[config.mk]
export PLATFORM = sky130hd
export DESIGN_NAME = vga_char_bounce
export DESIGN_NICKNAME = d
export VERILOG_FILES = /design/src/rtl/vga_pkg.sv /design/src/rtl/vga_bounce_axis.sv /design/src/rtl/vga_char_bounce.sv
export SDC_FILE = /design/constraint.sdc
export NUM_CORES = 1
export LEC_CHECK = 0
export CORE_AREA = 8 8 169 123
export DETAILED_ROUTE_END_ITERATION = 8
export DIE_AREA = 0 0 177 131
export GPL_ROUTABILITY_DRIVEN = 1
export PLACE_DENSITY = 0.5
export SYNTH_ARGS = -nofsm -noshare
export SYNTH_HDL_FRONTEND = slang
export SYNTH_SLANG_ARGS = --single-unit
[constraint.sdc]
create_clock -name vga_clk -period 5.5 [get_ports vga_clk]
set_input_delay 1.375 -clock vga_clk [delete_from_list [all_inputs] [get_ports vga_clk]]
set_output_delay 1.375 -clock vga_clk [all_outputs]
set_load 0.005 [all_outputs]
[src/rtl/vga_pkg.sv]
// Shared VGA constants: RGB565 colours, default visible area and the
// bitmap-ROM address width helper.
package vga_pkg;

    localparam int H_VALID_DEF = 640;
    localparam int V_VALID_DEF = 480;

    localparam logic [15:0] BLACK  = 16'h0000;
    localparam logic [15:0] WHITE  = 16'hFFFF;
    localparam logic [15:0] GOLDEN = 16'hFEC0;

    function automatic int rom_addr_w(input int bmp_w, input int bmp_h);
        return $clog2((bmp_w / 16) * bmp_h);
    endfunction

endpackage

[src/rtl/vga_bounce_axis.sv]
// One axis of the bouncing origin: steps pos by STEP once per frame tick,
// clamps at 0 and LIMIT, and reverses direction on reaching either end.
module vga_bounce_axis #(
    parameter int LIMIT = 384,
    parameter int STEP  = 2,
    parameter int INIT  = 192
) (
    input  logic       vga_clk,
    input  logic       sys_rst,
    input  logic       tick,
    input  logic       move_en,
    output logic [9:0] pos,
    output logic       dir
);

    localparam logic [10:0] LIMIT_W = 11'(LIMIT);
    localparam logic [10:0] STEP_W  = 11'(STEP);

    function automatic logic [10:0] sat_up(input logic [10:0] p);
        logic [10:0] s;
        s = p + STEP_W;
        return (s >= LIMIT_W) ? LIMIT_W : s;
    endfunction

    function automatic logic [10:0] sat_down(input logic [10:0] p);
        return (p <= STEP_W) ? 11'd0 : p - STEP_W;
    endfunction

    logic [10:0] pos_nxt;
    logic        at_end;

    always_comb begin
        pos_nxt = dir ? sat_up({1'b0, pos}) : sat_down({1'b0, pos});
        at_end  = dir ? (pos_nxt == LIMIT_W) : (pos_nxt == 11'd0);
    end

    always_ff @(posedge vga_clk or posedge sys_rst) begin
        if (sys_rst) begin
            pos <= 10'(INIT);
            dir <= 1'b1;
        end else if (tick && move_en) begin
            pos <= pos_nxt[9:0];
            if (at_end)
                dir <= ~dir;
        end
    end

endmodule

[src/rtl/vga_char_bounce.sv]
// Draws a 1-bpp bitmap that bounces around the visible area; two-stage
// pipeline from pixel coordinates to registered RGB565 pixel colour.
module vga_char_bounce
    import vga_pkg::*;
#(
    parameter int H_VALID = H_VALID_DEF,
    parameter int V_VALID = V_VALID_DEF,
    parameter int BMP_W   = 256,
    parameter int BMP_H   = 128,
    parameter int STEP    = 2
) (
    input  logic                                  vga_clk,
    input  logic                                  sys_rst,
    input  logic [9:0]                            pix_x,
    input  logic [9:0]                            pix_y,
    input  logic                                  move_en,
    input  logic [15:0]                           fg_color,
    input  logic [15:0]                           bg_color,
    output logic [rom_addr_w(BMP_W, BMP_H)-1:0]   rom_addr,
    input  logic [15:0]                           rom_data,
    output logic [15:0]                           pix_data
);

    localparam int ADDR_W = rom_addr_w(BMP_W, BMP_H);
    localparam int WPL    = BMP_W / 16;

    logic [9:0] pos_x, pos_y;
    logic       dir_x, dir_y;
    logic       frame_tick;

    assign frame_tick = (pix_x == 10'(H_VALID - 1)) && (pix_y == 10'(V_VALID - 1));

    vga_bounce_axis #(
        .LIMIT (H_VALID - BMP_W),
        .STEP  (STEP),
        .INIT  ((H_VALID - BMP_W) / 2)
    ) u_axis_x (
        .vga_clk (vga_clk),
        .sys_rst (sys_rst),
        .tick    (frame_tick),
        .move_en (move_en),
        .pos     (pos_x),
        .dir     (dir_x)
    );

    vga_bounce_axis #(
        .LIMIT (V_VALID - BMP_H),
        .STEP  (STEP),
        .INIT  ((V_VALID - BMP_H) / 2)
    ) u_axis_y (
        .vga_clk (vga_clk),
        .sys_rst (sys_rst),
        .tick    (frame_tick),
        .move_en (move_en),
        .pos     (pos_y),
        .dir     (dir_y)
    );

    // Stage 0: hit test against the bitmap window and ROM word address
    logic [9:0] ox_p0, oy_p0;
    logic       inside_p0, vld_p0;

    always_comb begin
        ox_p0     = pix_x - pos_x;
        oy_p0     = pix_y - pos_y;
        inside_p0 = (pix_x >= pos_x) && ({1'b0, pix_x} < ({1'b0, pos_x} + 11'(BMP_W))) &&
                    (pix_y >= pos_y) && ({1'b0, pix_y} < ({1'b0, pos_y} + 11'(BMP_H)));
        vld_p0    = (int'(pix_x) < H_VALID) && (int'(pix_y) < V_VALID);
        rom_addr  = '0;
        if (inside_p0)
            rom_addr = ADDR_W'(int'(oy_p0) * WPL + int'(ox_p0[9:4]));
    end

    logic       inside_p1, vld_p1;
    logic [3:0] ox_lo_p1;

    always_ff @(posedge vga_clk or posedge sys_rst) begin
        if (sys_rst) begin
            inside_p1 <= 1'b0;
            vld_p1    <= 1'b0;
            ox_lo_p1  <= 4'd0;
        end else begin
            inside_p1 <= inside_p0;
            vld_p1    <= vld_p0;
            ox_lo_p1  <= ox_p0[3:0];
        end
    end

    // Stage 1: pick colour from the ROM bit arriving this cycle
    always_ff @(posedge vga_clk or posedge sys_rst) begin
        if (sys_rst)
            pix_data <= BLACK;
        else if (!vld_p1)
            pix_data <= BLACK;
        else if (inside_p1 && rom_data[4'd15 - ox_lo_p1])
            pix_data <= fg_color;
        else
            pix_data <= bg_color;
    end

endmodule

Word-level counts from Yosys, hierarchy flattened
Index checks and enable logic that the tools add are counted.
- input port bits: 71
- output and inout port bits: 27
- register bits: 44
- logic and storage cells: 59
- eq/ne operators: 4
- reduce and logical (&&, ||, !) cells: 11
- magnitude comparators: 11
- mux-type cells: 13
- bitwise operators: 2
- add/sub/neg operators: 10
- operator list (operator ; count):
    11-bit two-way mux ; 7
    16-bit two-way mux ; 2
    10-bit by 2-bit adder with 11-bit output (second input constant) ; 2
    11-bit by 9-bit equality test with 1-bit output (second input constant) ; 2
    11-bit by 9-bit >= comparator with 1-bit output (second input constant) ; 2
    11-bit logical NOT ; 2
    10-bit by 11-bit < comparator with 1-bit output ; 2
    10-bit by 2-bit subtractor with 11-bit output (second input constant) ; 2
    10-bit >= comparator ; 2
    10-bit by 2-bit <= comparator with 1-bit output (second input constant) ; 2
    10-bit by 8-bit adder with 11-bit output (second input constant) ; 1
    10-bit by 9-bit adder with 11-bit output (second input constant) ; 1
    11-bit by 6-bit adder with 11-bit output ; 1
    10-bit equality test (second input constant) ; 1
    10-bit by 9-bit equality test with 1-bit output (second input constant) ; 1
    10-bit < comparator (second input constant) ; 1
    10-bit by 9-bit < comparator with 1-bit output (second input constant) ; 1
    10-bit subtractor ; 1
    1-bit logical AND ; 7
    7-bit subtractor ; 1
    4-bit by 5-bit < comparator with 1-bit output (second input constant) ; 1
    1-bit binary-select mux with 4-bit select ; 1
    2-bit AND reduction ; 2
    4-bit subtractor (first input constant) ; 1
    2 further kinds ; 5

Longest topological paths before layout
- depth in word-level cells: 7
- depth in mapped cells: 17

Hierarchy
From an unflattened synthesis, not the netlist that was laid out.
- cell total of the unflattened synthesis: 555
- area total of the unflattened synthesis: 4454.3 um^2
- by module, submodules not included (module ; times used ; cells an instance ; area an instance (um^2) ; sequential area each (um^2)):
    vga_char_bounce ; 1 ; 273 ; 2294.7 ; 550.5
    vga_bounce_axis (u_axis_y) ; 1 ; 141 ; 1084.8 ; 280.3
    vga_bounce_axis (u_axis_x) ; 1 ; 141 ; 1074.8 ; 279.0

Least setup slack after synthesis
No wires, ideal clock.
- kind: input to output
- from: in pix_x[0]
- to: out rom_addr[10]
- buffers on the path: 0
- slack: -0.015 ns
- data arrival time: 4.140 ns
- stages on the path: 17
- path through: inv_1 ha_1 inv_1 fa_1 a21o_1 a21o_1 a21o_1 a21oi_1 o21ai_1 xor2_1 ha_1 inv_1 fa_1 nor2_1 nand4_1 xnor2_1 nor3_1
- cells in the longest elaborated chain, start to end: 5
- elaborated cells on any way between the ends: 8
- classes of those cells: 2 x add/sub; 2 x order compare; 1 x mux; 3 x reduce/logical
- ends and longest elaborated chain (item ; RTL line ; source):
    from (decl) ; vga_char_bounce.sv:14 ; input logic [9:0] pix_x,
    parallel branches: the longest is 4 deep, another holds 11-bit by 6-bit adder with 11-bit output ; n/a ;
    11-bit two-way mux (*) ; vga_char_bounce.sv:70 ; if (inside_p0)
    to (decl) ; vga_char_bounce.sv:19 ; output logic [rom_addr_w(BMP_W, BMP_H)-1:0] rom_addr,
Mark *: on every way between the ends.

Worst setup path in the final report
- from: in pix_x[2]
- to: out rom_addr[10]
The elaborated chain is that of the path after synthesis.

==> flow_summary.toml <==
[power]
power_uw = 926
powerDensity_nw_per_um2 = 142
p_leak_uw = 0.00287
vdd_drop_max_mv = 0.103

[drt]
via_count = 4534
first_pass_iters = 5
antenna_left = 0
post_drt_wl_per_cell_um = 16.1
via_per_inst = 4.86
post-route-drc-count = 0
wl_mm = 15.0
first_iter_violations = 370

[floorplan]
initial_utilization = 0.233
coreArea_um2 = 18300
row_count = 42
dieHeight_um = 131
io_pins = 98
die_w_um = 177
die_area_um2 = 23200

[clocking]
cts_sinks = 44
cts_max_path_buffers = 2
cts_tree = "yes"
clock_latency_ps = 290
path_clk_slew_ps = 60
cts_made_buffers = 5
htree_levels = 2
clockRootBuffer = "clkbuf_16"

[synth]
ys_seq_area_frac = 0.260
syn_inst = 508
synth-seq-cells = 44
synth_edf_count = 0
ys_warn_count = 0
syn_area_per_cell_um2 = 8.40
synth_top_area_share = 0.217
synth_cell_types = 75
synthesis.area_um2 = 4270
ys.flop_type = "dfrtp_1"
synthArstFlopShare = 1.00
syn-num-nets = 619
yosys-top-cells-area = "dfrtp_1 (22%), ha_1 (11%), dfstp_2 (4.3%), mux2i_1 (4.2%), a21oi_1 (3.9%)"
yosys.area.top_type = "dfrtp_1"

[layout]
drive_gt1_frac = 0.274
nets = 800
most-common-layout-cells = "buf_4 (93), clkdlybuf4s50_1 (79), nand2_1 (40)"
area_delta_synth_final_pct = 53.1
final_common_cell = "buf_4"
post-route-cell-area_um2 = 6540
n_antenna_cell = 0
multi_input_area_um2 = 3080
seqCellArea_um2 = 1110
fillers = 1836

[setup_path]
reg2regPathDepth = 35
crit_required_ps = 4120
arrival_ps = 4270
r2r_start = "u_axis_x.pos[1]"
r2r-end = "ox_lo_p1[3]"
critPathCapture = "rom_addr[10]"
worstSetupEndpointType = "output port"
worstSetupStartpoint = "pix_x[2]"
worstSetupStartpointType = "input port"
critical_path_class = "input port to output port"
path_max_fanout = 2
r2r_slack_ps = 660

[timing]
setup_viol = 5
max_freq_mhz = 177
relSlewSlack = 0.411
grt_setup_unrepaired = "yes"
worstMarginPinSlew_ps = 879
fin_crit_ps = 5640
setup_ws_ps = -141
finalHoldViolations = 0
holdWs_ps = 570
slew_viol_final = 0
min_period_over_period = 1.03
skew_ps = 4.46

[placed_design]
dpl_cell_area_um2 = 5850
numPortBuffers = 97
gp_congestion = 0.881
hpwl_mm = 11.3

[global_routing]
grt_pass1_vias = 4583
antenna_found_initial = 0
track_usage = 0.128
grt_max_degree = 45
grt_pass1_wl_mm = 24.3
overflow = 0

[min_path]
hp-class = "flip-flop to flip-flop"

[run_status]
violations = "setup timing"
outcome = "finished, violations left"

[flow_run]
cap_violations = 0
==> worst min-delay path by stage <==
| stage | from | end | cells past startpoint |
|---|---|---|---|
| final | u_axis_x.pos[6] | u_axis_x.pos[6] | 2 |
| after global routing | u_axis_x.pos[6] | u_axis_x.pos[6] | 2 |
| after CTS | u_axis_x.pos[6] | u_axis_x.pos[6] | 2 |
| after detailed placement | u_axis_x.pos[6] | u_axis_x.pos[6] | 2 |
| after global placement | u_axis_x.pos[6] | u_axis_x.pos[6] | 2 |
| after floorplan | u_axis_y.pos[0] | u_axis_y.pos[0] | 2 |
==> layer usage <==
metal / part of all wire / GRT usage
met5: 0 / 0
met4: 0.0064 / 0.0286
met3: 0.077 / 0.0284
met2: 0.43 / 0.198
met1: 0.48 / 0.178
==> Yosys cell counts, drive strengths merged, types with 5 or more instances <==
cell	instances
ha	37
dfrtp	37
o211ai	7
xnor2	16
and2	5
mux4	5
dfstp	7
clkbuf	9
buf	12
nand4	8
a21o	6
nor2	33
inv	45
a21oi	33
nor3	22
nand2	43
nor4	6
o21ai	31
xor2	6
a31oi	10
nand3	25
mux2i	18
nor2b	22
==> critical path, stage by stage <==
cell and delay, ps:
dlygate4sd2_1 270, ha_4 300, o21ai_4 60, a21boi_2 180
o21ai_2 100, a21boi_2 200, o21ai_2 100, a21oi_2 190
mux2i_1 270, nor2_1 110, fa_2 430, nor2_4 110
nand4_1 100, xnor2_1 150, nor3_1 180, buf_2 140
==> flip-flops by register name (all words and copies together) (netlist names) <==
| name | flops |
|---|---|
| inside_p1 | 1 |
| ox_lo_p1 | 4 |
| pix_data | 16 |
| u_axis_x.dir | 1 |
| u_axis_x.pos | 10 |
| u_axis_y.dir | 1 |
| u_axis_y.pos | 10 |
| vld_p1 | 1 |
==> area by class of cell <==
class,instances,area share
Inverter,45,0.0266
Clock buffer,5,0.0191
Timing Repair Buffer,195,0.259
Sequential cell,44,0.170
Multi-Input combinational cell,398,0.472
Clock inverter,3,0.00708
Tap cell,242,0.0463
==> cell families (layout without fill, tap and decap cells) <==
group | after synthesis | count (layout) | synth area share
compound gates | 127 | 127 | 0.199
xor+xnor | 22 | 22 | 0.0451
buf+inv | 66 | 248 | 0.0686
fa+ha+maj | 40 | 40 | 0.123
mux | 24 | 24 | 0.0712
simple gates | 185 | 185 | 0.234
flops | 44 | 44 | 0.260
==> power breakdown <==
| part | internal [µW] | switching, µW | leakage (µW) | total (µW) |
|---|---|---|---|---|
| Sequential | 333 | 5.82 | 0.000516 | 338 |
| Clock | 216 | 134 | 0.0000804 | 350 |
| Combinational | 148 | 89.5 | 0.00228 | 238 |
| Total | 697 | 229 | 0.00287 | 926 |
==> stage by stage <==
step | setup WS, ps | setup TNS [ps] | util | std cells
4_1_cts | -182 | -573 | 0.352 | 932
6_report | -141 | -490 | 0.356 | 932
5_1_grt | -365 | -1430 | 0.356 | 932
2_1_floorplan | 5.03 | 0 | - | 508
3_3_place_gp | -1150 | -8980 | 0.319 | 883
3_5_place_dp | -1190 | -9420 | 0.319 | 883
==> timing repair <==
item	CTS	global route
hold buffers	0	0
gates resized for setup	85	21
cloned	0	0
pin swaps	33	25
setup endpoints to repair	11	12
setup buffers	41	4
Power figures use the tool's default switching activity.
